===== src/rtl/fsm_pkg.sv =====
// Shared definitions for the control FSM and its command sequencer.
// Holds FSM state codes, sequencer encoding and defaults.
package fsm_pkg;

    // Control FSM state codes, as seen on its 2-bit state output
    localparam logic [1:0] INIT = 2'd0;
    localparam logic [1:0] RUN  = 2'd1;
    localparam logic [1:0] WAIT = 2'd2;
    localparam logic [1:0] BAD  = 2'd3;

    // Sequencer state encoding
    localparam logic [2:0] S_IDLE    = 3'd0;
    localparam logic [2:0] S_ARM     = 3'd1;
    localparam logic [2:0] S_OBSERVE = 3'd2;
    localparam logic [2:0] S_HOLD    = 3'd3;
    localparam logic [2:0] S_RELEASE = 3'd4;
    localparam logic [2:0] S_DONE    = 3'd5;

    localparam int TIMEOUT_DEF = 16;
    localparam int HOLD_W_DEF  = 8;

    // Control lines driven into the FSM
    typedef struct packed {
        logic start;
        logic stop;
        logic mode;
    } ctl_t;

    // States in which an FSM transition is awaited under the watchdog
    function automatic logic wdog_active(input logic [2:0] s);
        return (s == S_ARM) || (s == S_OBSERVE) || (s == S_RELEASE);
    endfunction

endpackage


===== src/rtl/fsm_seq_wdog.sv =====
// Transition watchdog: clearable up-counter with an expiry flag.
// Expiry fires on the TIMEOUT-th enabled cycle after a clear.
module fsm_seq_wdog #(
    parameter int TIMEOUT = 16
) (
    input  logic clk,
    input  logic reset,
    input  logic clr,
    input  logic en,
    output logic expired
);

    localparam int CW = (TIMEOUT > 2) ? $clog2(TIMEOUT) : 1;

    logic [CW-1:0] cnt;

    assign expired = en && (cnt == CW'(TIMEOUT - 1));

    // Count enabled cycles; hold at the limit, restart on clear
    always_ff @(posedge clk) begin
        if (!reset) begin
            cnt <= '0;
        end else if (clr) begin
            cnt <= '0;
        end else if (en && !expired) begin
            cnt <= cnt + CW'(1);
        end
    end

endmodule


===== src/rtl/fsm_seq.sv =====
// Command sequencer for the INIT/RUN/WAIT control FSM.
// Runs one host job per handshake and reports done or err.
module fsm_seq
    import fsm_pkg::*;
#(
    parameter int HOLD_W  = HOLD_W_DEF,
    parameter int TIMEOUT = TIMEOUT_DEF
) (
    input  logic              clk,
    input  logic              reset,
    input  logic              cmd_valid,
    output logic              cmd_ready,
    input  logic              cmd_mode,
    input  logic [HOLD_W-1:0] cmd_hold,
    output logic              start,
    output logic              stop,
    output logic              mode,
    input  logic [1:0]        state,
    output logic              busy,
    output logic              done,
    output logic              err
);

    logic [2:0]        seq_q;
    logic [2:0]        seq_n;
    ctl_t              ctl_q;
    ctl_t              ctl_n;
    logic [HOLD_W-1:0] hold_q;
    logic [HOLD_W-1:0] hold_n;
    logic [HOLD_W-1:0] cnt_q;
    logic [HOLD_W-1:0] cnt_n;
    logic              done_n;
    logic              err_n;
    logic              busy_n;
    logic              rdy_n;
    logic              abort;
    logic              accept;
    logic              wd_en;
    logic              wd_clr;
    logic              wd_exp;

    assign accept = cmd_valid && cmd_ready && (seq_q == S_IDLE);

    assign start = ctl_q.start;
    assign stop  = ctl_q.stop;
    assign mode  = ctl_q.mode;

    assign wd_en  = wdog_active(seq_q);
    assign wd_clr = !wd_en || (seq_n != seq_q);

    fsm_seq_wdog #(
        .TIMEOUT (TIMEOUT)
    ) u_wdog (
        .clk     (clk),
        .reset   (reset),
        .clr     (wd_clr),
        .en      (wd_en),
        .expired (wd_exp)
    );

    // Next-state and next-output logic for the sequencer
    always_comb begin
        seq_n  = seq_q;
        ctl_n  = ctl_q;
        hold_n = hold_q;
        cnt_n  = cnt_q;
        done_n = 1'b0;
        err_n  = 1'b0;
        abort  = 1'b0;

        unique case (seq_q)
            S_IDLE: begin
                if (accept) begin
                    ctl_n.start = 1'b1;
                    ctl_n.stop  = ~cmd_mode;
                    ctl_n.mode  = cmd_mode;
                    hold_n      = cmd_hold;
                    seq_n       = S_ARM;
                end
            end
            S_ARM: begin
                if (state == RUN) begin
                    ctl_n.start = 1'b0;
                    seq_n       = S_OBSERVE;
                end else if (wd_exp) begin
                    abort = 1'b1;
                end
            end
            S_OBSERVE: begin
                if (ctl_q.mode && (state == INIT)) begin
                    seq_n = S_DONE;
                end else if (!ctl_q.mode && (state == WAIT)) begin
                    cnt_n = hold_q;
                    seq_n = S_HOLD;
                end else if (ctl_q.mode && (state == WAIT)) begin
                    abort = 1'b1;
                end else if (!ctl_q.mode && (state == INIT)) begin
                    abort = 1'b1;
                end else if (wd_exp) begin
                    abort = 1'b1;
                end
            end
            S_HOLD: begin
                if (cnt_q == '0) begin
                    ctl_n.stop = 1'b0;
                    seq_n      = S_RELEASE;
                end else begin
                    cnt_n = cnt_q - HOLD_W'(1);
                end
            end
            S_RELEASE: begin
                if (state == INIT) begin
                    seq_n = S_DONE;
                end else if (wd_exp) begin
                    abort = 1'b1;
                end
            end
            S_DONE: begin
                done_n = 1'b1;
                seq_n  = S_IDLE;
            end
            default: begin
                abort = 1'b1;
            end
        endcase

        // An illegal FSM code aborts any job in flight
        if ((seq_q != S_IDLE) && (state == BAD)) begin
            abort = 1'b1;
        end

        if (abort) begin
            err_n  = 1'b1;
            done_n = 1'b0;
            seq_n  = S_IDLE;
        end

        // Control lines are always released on return to IDLE
        if (seq_n == S_IDLE) begin
            ctl_n = '0;
        end

        busy_n = (seq_n != S_IDLE);
        rdy_n  = (seq_n == S_IDLE) && (state == INIT);
    end

    // Register sequencer state and every output
    always_ff @(posedge clk) begin
        if (!reset) begin
            seq_q     <= S_IDLE;
            ctl_q     <= '0;
            hold_q    <= '0;
            cnt_q     <= '0;
            cmd_ready <= 1'b0;
            busy      <= 1'b0;
            done      <= 1'b0;
            err       <= 1'b0;
        end else begin
            seq_q     <= seq_n;
            ctl_q     <= ctl_n;
            hold_q    <= hold_n;
            cnt_q     <= cnt_n;
            cmd_ready <= rdy_n;
            busy      <= busy_n;
            done      <= done_n;
            err       <= err_n;
        end
    end

endmodule


===== config.mk =====
export PLATFORM = sky130hd
export DESIGN_NAME = fsm_seq
export DESIGN_NICKNAME = d
export VERILOG_FILES = /design/src/rtl/fsm_pkg.sv /design/src/rtl/fsm_seq_wdog.sv /design/src/rtl/fsm_seq.sv
export SDC_FILE = /design/constraint.sdc
export NUM_CORES = 1
export LEC_CHECK = 0
export ABC_CLOCK_PERIOD_IN_PS = 2820
export CORE_ASPECT_RATIO = 1.1
export CORE_MARGIN = 4
export CORE_UTILIZATION = 50
export DETAILED_ROUTE_END_ITERATION = 10
export MAX_ROUTING_LAYER = met4
export PLACE_DENSITY = 0.82
export SKIP_CTS_REPAIR_TIMING = 1
export SLEW_MARGIN = 40
export SYNTH_ARGS = -nofsm -noshare
export SYNTH_HDL_FRONTEND = slang
export SYNTH_HIERARCHICAL = 1
export SYNTH_SLANG_ARGS = --single-unit

===== constraint.sdc =====
create_clock -name clk -period 2.82 [get_ports clk]
set_input_delay 0.564 -clock clk [delete_from_list [all_inputs] [get_ports clk]]
set_output_delay 0.564 -clock clk [all_outputs]
set_load 0.1 [all_outputs]

After elaboration in Yosys (flattened, before gate mapping)
Cells that the tools add are included.
{ "classes": {"n_addsub": 2, "eq_ne": 16, "muxes": 28, "n_bitwise": 2, "reduce_logical": 33} }
{ "op_table": {"columns": ["cell", "count"], "rows": [
  ["$mux 3", 8],
  ["$mux 8", 3],
  ["$pmux 3 s6", 1],
  ["$pmux 8 s2", 1],
  ["$mux 1", 12],
  ["$logic_and 1x1->1", 10],
  ["$logic_not 8->1", 1],
  ["$ne 2x2->1 const B", 4],
  ["$sub 8x1->8 const B", 1],
  ["$eq 3x2->1 const B", 2],
  ["$eq 3x3->1 const B", 2],
  ["$logic_not 3->1", 2],
  ["$reduce_and 3->1", 2],
  ["$reduce_bool 2->1", 3],
  ["$reduce_bool 3->1", 2],
  ["$reduce_or 2->1", 3],
  ["$add 4x1->4 const B", 1],
  ["$eq 2x2->1 const B", 2],
  ["$eq 4x4->1 const B", 1],
  ["$ne 2x1->1 const B", 2],
  ["$pmux 1 s2", 2],
  ["$pmux 1 s4", 1],
  ["$reduce_and 4->1", 1],
  ["$eq 3x1->1 const B", 1],
  ["other kinds (8)", 13]
]} }
{ "totals": {"regBits": 30, "inputBits": 14, "out_inout_bits": 7, "wordCells": 92} }

Logic depth before layout (Yosys ltp)
{ "logic_depth": {"word_depth": 15, "ltp_mapped": 12} }

By module
Netlist, hierarchy kept.
{ "by_module_without_submodules": {"columns": ["module", "n_inst", "cells_each", "area_each_um2"], "rows": [
  ["fsm_seq", 1, 182, 1527.7],
  ["fsm_seq_wdog", 1, 22, 201.4]
]} }

Worst setup path before layout
Ideal clock, no wire load.
{ "synth_timing": {"kind": "register to register", "from": "register seq_q[0]", "to": "register u_wdog.cnt[2]", "setup_ns": 0.078, "arrival_ns": 2.740, "required_time_ns": 2.742, "setup_slack_ns": 0.003, "stages_incl_launch_ff": 13, "n_path_buf": 3, "cell_sequence": "dfxtp_1 -> buf_2 -> clkbuf_1 -> buf_2 -> xnor2_1 -> o21ai_0 -> and4_2 -> nor4bb_1 -> a211o_1 -> a221oi_2 -> o211ai_1 -> nand2b_1 -> nor3_1"} }
{ "synth_between": {"elab_chain_len": 15, "elab_cells_between_ends": 36} }
{ "synth_rtl": {"columns": ["element", "line", "text"], "rows": [
  ["from (decl)", "fsm_seq.sv:24", "logic [2:0] seq_q;"],
  ["from (signal assigned)", "fsm_seq.sv:159", "seq_q <= seq_n;"],
  ["$eq 3x1->1 or $eq 3x2->1 (tied branches)", "fsm_pkg.sv:31", "return (s == S_ARM) || (s == S_OBSERVE) || (s == S_RELEASE);"],
  ["$logic_or 1x1->1", "fsm_pkg.sv:31", null],
  ["$logic_or 1x1->1 (*)", "fsm_pkg.sv:31", null],
  ["named net wd_en", "fsm_seq.sv:38", "logic wd_en;"],
  ["$logic_and 1x1->1 (*)", "fsm_seq_wdog.sv:17", "assign expired = en && (cnt == CW'(TIMEOUT - 1));"],
  ["named net wd_exp", "fsm_seq.sv:40", "logic wd_exp;"],
  ["$mux 1 (*)", "fsm_seq.sv:85, fsm_seq.sv:99, fsm_seq.sv:114", null],
  ["$mux 1", "fsm_seq.sv:97", "end else if (!ctl_q.mode && (state == INIT)) begin"],
  ["[2 not listed]", null, null],
  ["$mux 1", "fsm_seq.sv:90", "if (ctl_q.mode && (state == INIT)) begin"],
  ["$pmux 1 s4 (*)", "fsm_seq.sv:71", "unique case (seq_q)"],
  ["$mux 1 (*)", "fsm_seq.sv:128", "if ((seq_q != S_IDLE) && (state == BAD)) begin"],
  ["$mux 3 (*)", "fsm_seq.sv:132", "if (abort) begin"],
  ["$ne 3x3->1 (*)", "fsm_seq.sv:49", "assign wd_clr = !wd_en || (seq_n != seq_q);"],
  ["$logic_or 1x1->1 (*)", "fsm_seq.sv:49", null],
  ["named net wd_clr", "fsm_seq.sv:39", "logic wd_clr;"],
  ["$reduce_or 2->1 (no line) (*)", null, null],
  ["to (signal assigned)", "fsm_seq_wdog.sv:26", "cnt <= cnt + CW'(1);"],
  ["to (decl)", "fsm_seq_wdog.sv:15", "logic [CW-1:0] cnt;"]
]} }
Mark *: on every way through the listed nets, which the timed path passes. The rest lies on a longest branch.
A chain may end at the register's enable or synchronous reset.

Worst setup path after layout
{ "layout_timing": {"from": "register seq_q[2]", "to": "register u_wdog.cnt[3]"} }
The elaborated chain is that of the path after synthesis.

==> impl_metrics.ini <==
[run_status]
status = complete, no violations

[clock_tree]
cts_buffers = 5
clock_sinks = 30
clkSlewWorstSetupHoldPaths_ns = 0.09
h-tree-depth = 2
cts_tree = built
cts_root_buffer = clkbuf_4
cts_buffer_depth = 2
insertion_delay_ns = 0.33

[floorplan]
io_pins = 21
die_area_um2 = 4460
rows = 22
core_um2 = 3330
dieWidth_um = 64.1
die_y_um = 69.7
initial_utilization = 0.519

[cells_and_area]
fillers = 301
area_growth_pct = 20.5
drive_above_1_share = 0.157
fin_area_um2 = 2080
diodes = 0
final_nets = 245

[setup_path]
rrSetupSlack_ns = 0.22
cp_data_required_time_ns = 3.06
slowest_stage = dfxtp_1
crit_fanout = 5
arrival_ns = 2.84
path_class = reg2reg
cp-start-kind = flip-flop
end_kind = flip-flop
cp_cell_sequence = inv_1 -> or3_1 -> o21ai_0 -> and4_2 -> nor4bb_1 -> a211o_1 -> a221oi_4 -> o211ai_1 -> nand2b_1 -> a211oi_1
critPathMaxStageDelay_ns = 0.39

[synth]
yosysUniqueCellTypes = 56
yosysSeqAreaShare = 0.347
async_flop_share = 0
synthXorXnorAreaFrac = 0.0101
synth.area.top_cells = dfxtp_1 (35%), mux2i_1 (5.2%), nand2_1 (4.3%)
yosysTopAreaCell = dfxtp_1
syn_inst = 204
mappedNetlistNets = 221
synthMuxAreaShare = 0.0521
synth_edf_count = 0
yosys_most_used_dff = dfxtp_1
synth-simple-area-share = 0.289
synth-compound-area-share = 0.220
yosysMostFrequentCell = dfxtp_1
synth_top_family_by_area = simple AND/OR/NAND/NOR gates
synthesis.area_um2 = 1730
ys_seq_elements = 30
avgSynthCellArea_um2 = 8.48
ys_top_cells_by_count = dfxtp_1 (30), nand2_1 (20), o21ai_0 (13)
yosysWarnings = 6
synthAdderAreaFrac = 0.0275
synth_top_area_share = 0.347

[detailed_routing]
first_pass_iters = 4
drcViolationCount = 0
drtIter0Drc = 181
vias = 1573
ant_nets = 0
finalWirelength_mm = 3.91
wl_per_cell_um = 14.1
viasPerCell = 5.68

[sta]
fmax_ghz = 0.384
slew_headroom = 0.661
skew_ns = 0.00488
drv_slew = 0
holdWs_ns = 0.492
rsz0062_at_grt = false
setup_tns_ns = 0
min_period_ns = 2.60
worst_pin_slew_ns = 0.507
hold_violations = 0
finalCritPeriodShare = 0.922
setup_viol = 0

[placement]
gp_congestion = 0.930
portBuffers = 20
place_area_um2 = 1990
place_hpwl_mm = 2.87

[grt]
grt_pass1_vias = 1450
grt_max_degree = 19
overflow = 0
grt_usage = 0.190
antenna_found_initial = 0
grt_first_pass_wirelength_mm = 6.68

[power_and_ir_drop]
p_leak_nw = 0.788
peakVddDrop_mv = 0.362
power_density_nw_per_um2 = 417

[min_path]
hp-class = reg2reg

[run]
drv_cap = 0
-- cell type report --
type                    instances  area [um^2]  area share
clock buffers                   8         78.8      0.0378
well taps                      48         60.1      0.0288
flip-flops and latches         30          601       0.288
repair buffers                 30          258       0.124
inverters                       9         33.8      0.0162
multi-input cells             152         1050       0.505
-- cells in the final DEF (no fill, tap or decap), types with 3 or more instances in the layout --
cell type,instances
inv_1,9
clkdlybuf4s50_1,13
nand2_1,20
ha_1,3
nor3_1,4
buf_4,17
o211ai_1,4
nor3b_1,3
clkbuf_4,5
nor2_1,11
clkbuf_8,3
mux2i_1,9
o21ai_0,13
a21oi_1,12
nand3_1,3
or3_1,3
and2_1,4
nand2b_1,5
nor2b_1,10
o22ai_1,3
nor4b_1,3
dfxtp_1,30
-- per-layer routing --
layer / vias to the layer above / GRT usage / part of all wire
li1: 792 / - / -
met1: 716 / 0.232 / 0.43
met2: 51 / 0.299 / 0.49
met3: 14 / 0.0438 / 0.057
met4: 0 / 0.0743 / 0.028
met5: - / - / 0
-- path summary, 6_finish.rpt --
kind,from,endpoint,cells after the start
setup / recovery,seq_q[2]$_SDFF_PN0_,u_wdog/cnt[3]$_SDFFE_PP0P_,10
hold / removal,hold_q[0]$_SDFFE_PN0P_,cnt_q[0]$_SDFFE_PN0P_,2
setup reg to reg,seq_q[2]$_SDFF_PN0_,u_wdog/cnt[3]$_SDFFE_PP0P_,10
hold reg to reg,hold_q[0]$_SDFFE_PN0P_,cnt_q[0]$_SDFFE_PN0P_,2
-- report_power, final --
part	switching [W]	total, W	leakage [nW]	internal (W)
clock network	0.000150	0.000320	0.0446	0.000170
logic	0.0000653	0.000116	0.501	0.0000504
registers	0.00000377	0.000433	0.242	0.000430
-- kinds of logic after synthesis --
| kind of cell | after synthesis |
|---|---|
| AO/OA/AOI/OAI | 54 |
| buffers and inverters | 22 |
| flip-flops | 30 |
| multiplexers | 9 |
| AND/OR/NAND/NOR | 83 |
| adder cells (fa/ha/maj) | 4 |
| XOR/XNOR | 2 |
-- registers in the layout, summed over array words and instances (netlist names) --
signal	cells
u_wdog/cnt	4
start	1
cnt_q	8
done	1
err	1
seq_q	3
busy	1
cmd_ready	1
hold_q	8
stop	1
mode	1
-- critical path, delay by kind of cell (launching register included) --
family,cells,cell delay (ns)
AOI/OAI and AO/OA,5,1.19
and+or+nand+nor,4,0.79
buffers and inverters,1,0.15
DFF,1,0.39
-- metrics by stage --
stage                      util  power (W)  setup slack, ns  cells
after floorplan               -   0.000514          0.00268    204
after global placement    0.597   0.000556            0.211    269
after detailed placement  0.597   0.000556            0.110    269
after CTS                 0.621   0.000877            0.217    277
after global routing      0.625   0.000912           0.0164    277
final                     0.625   0.000869            0.219    277
Note: power is estimated with default switching activity, not from simulation.
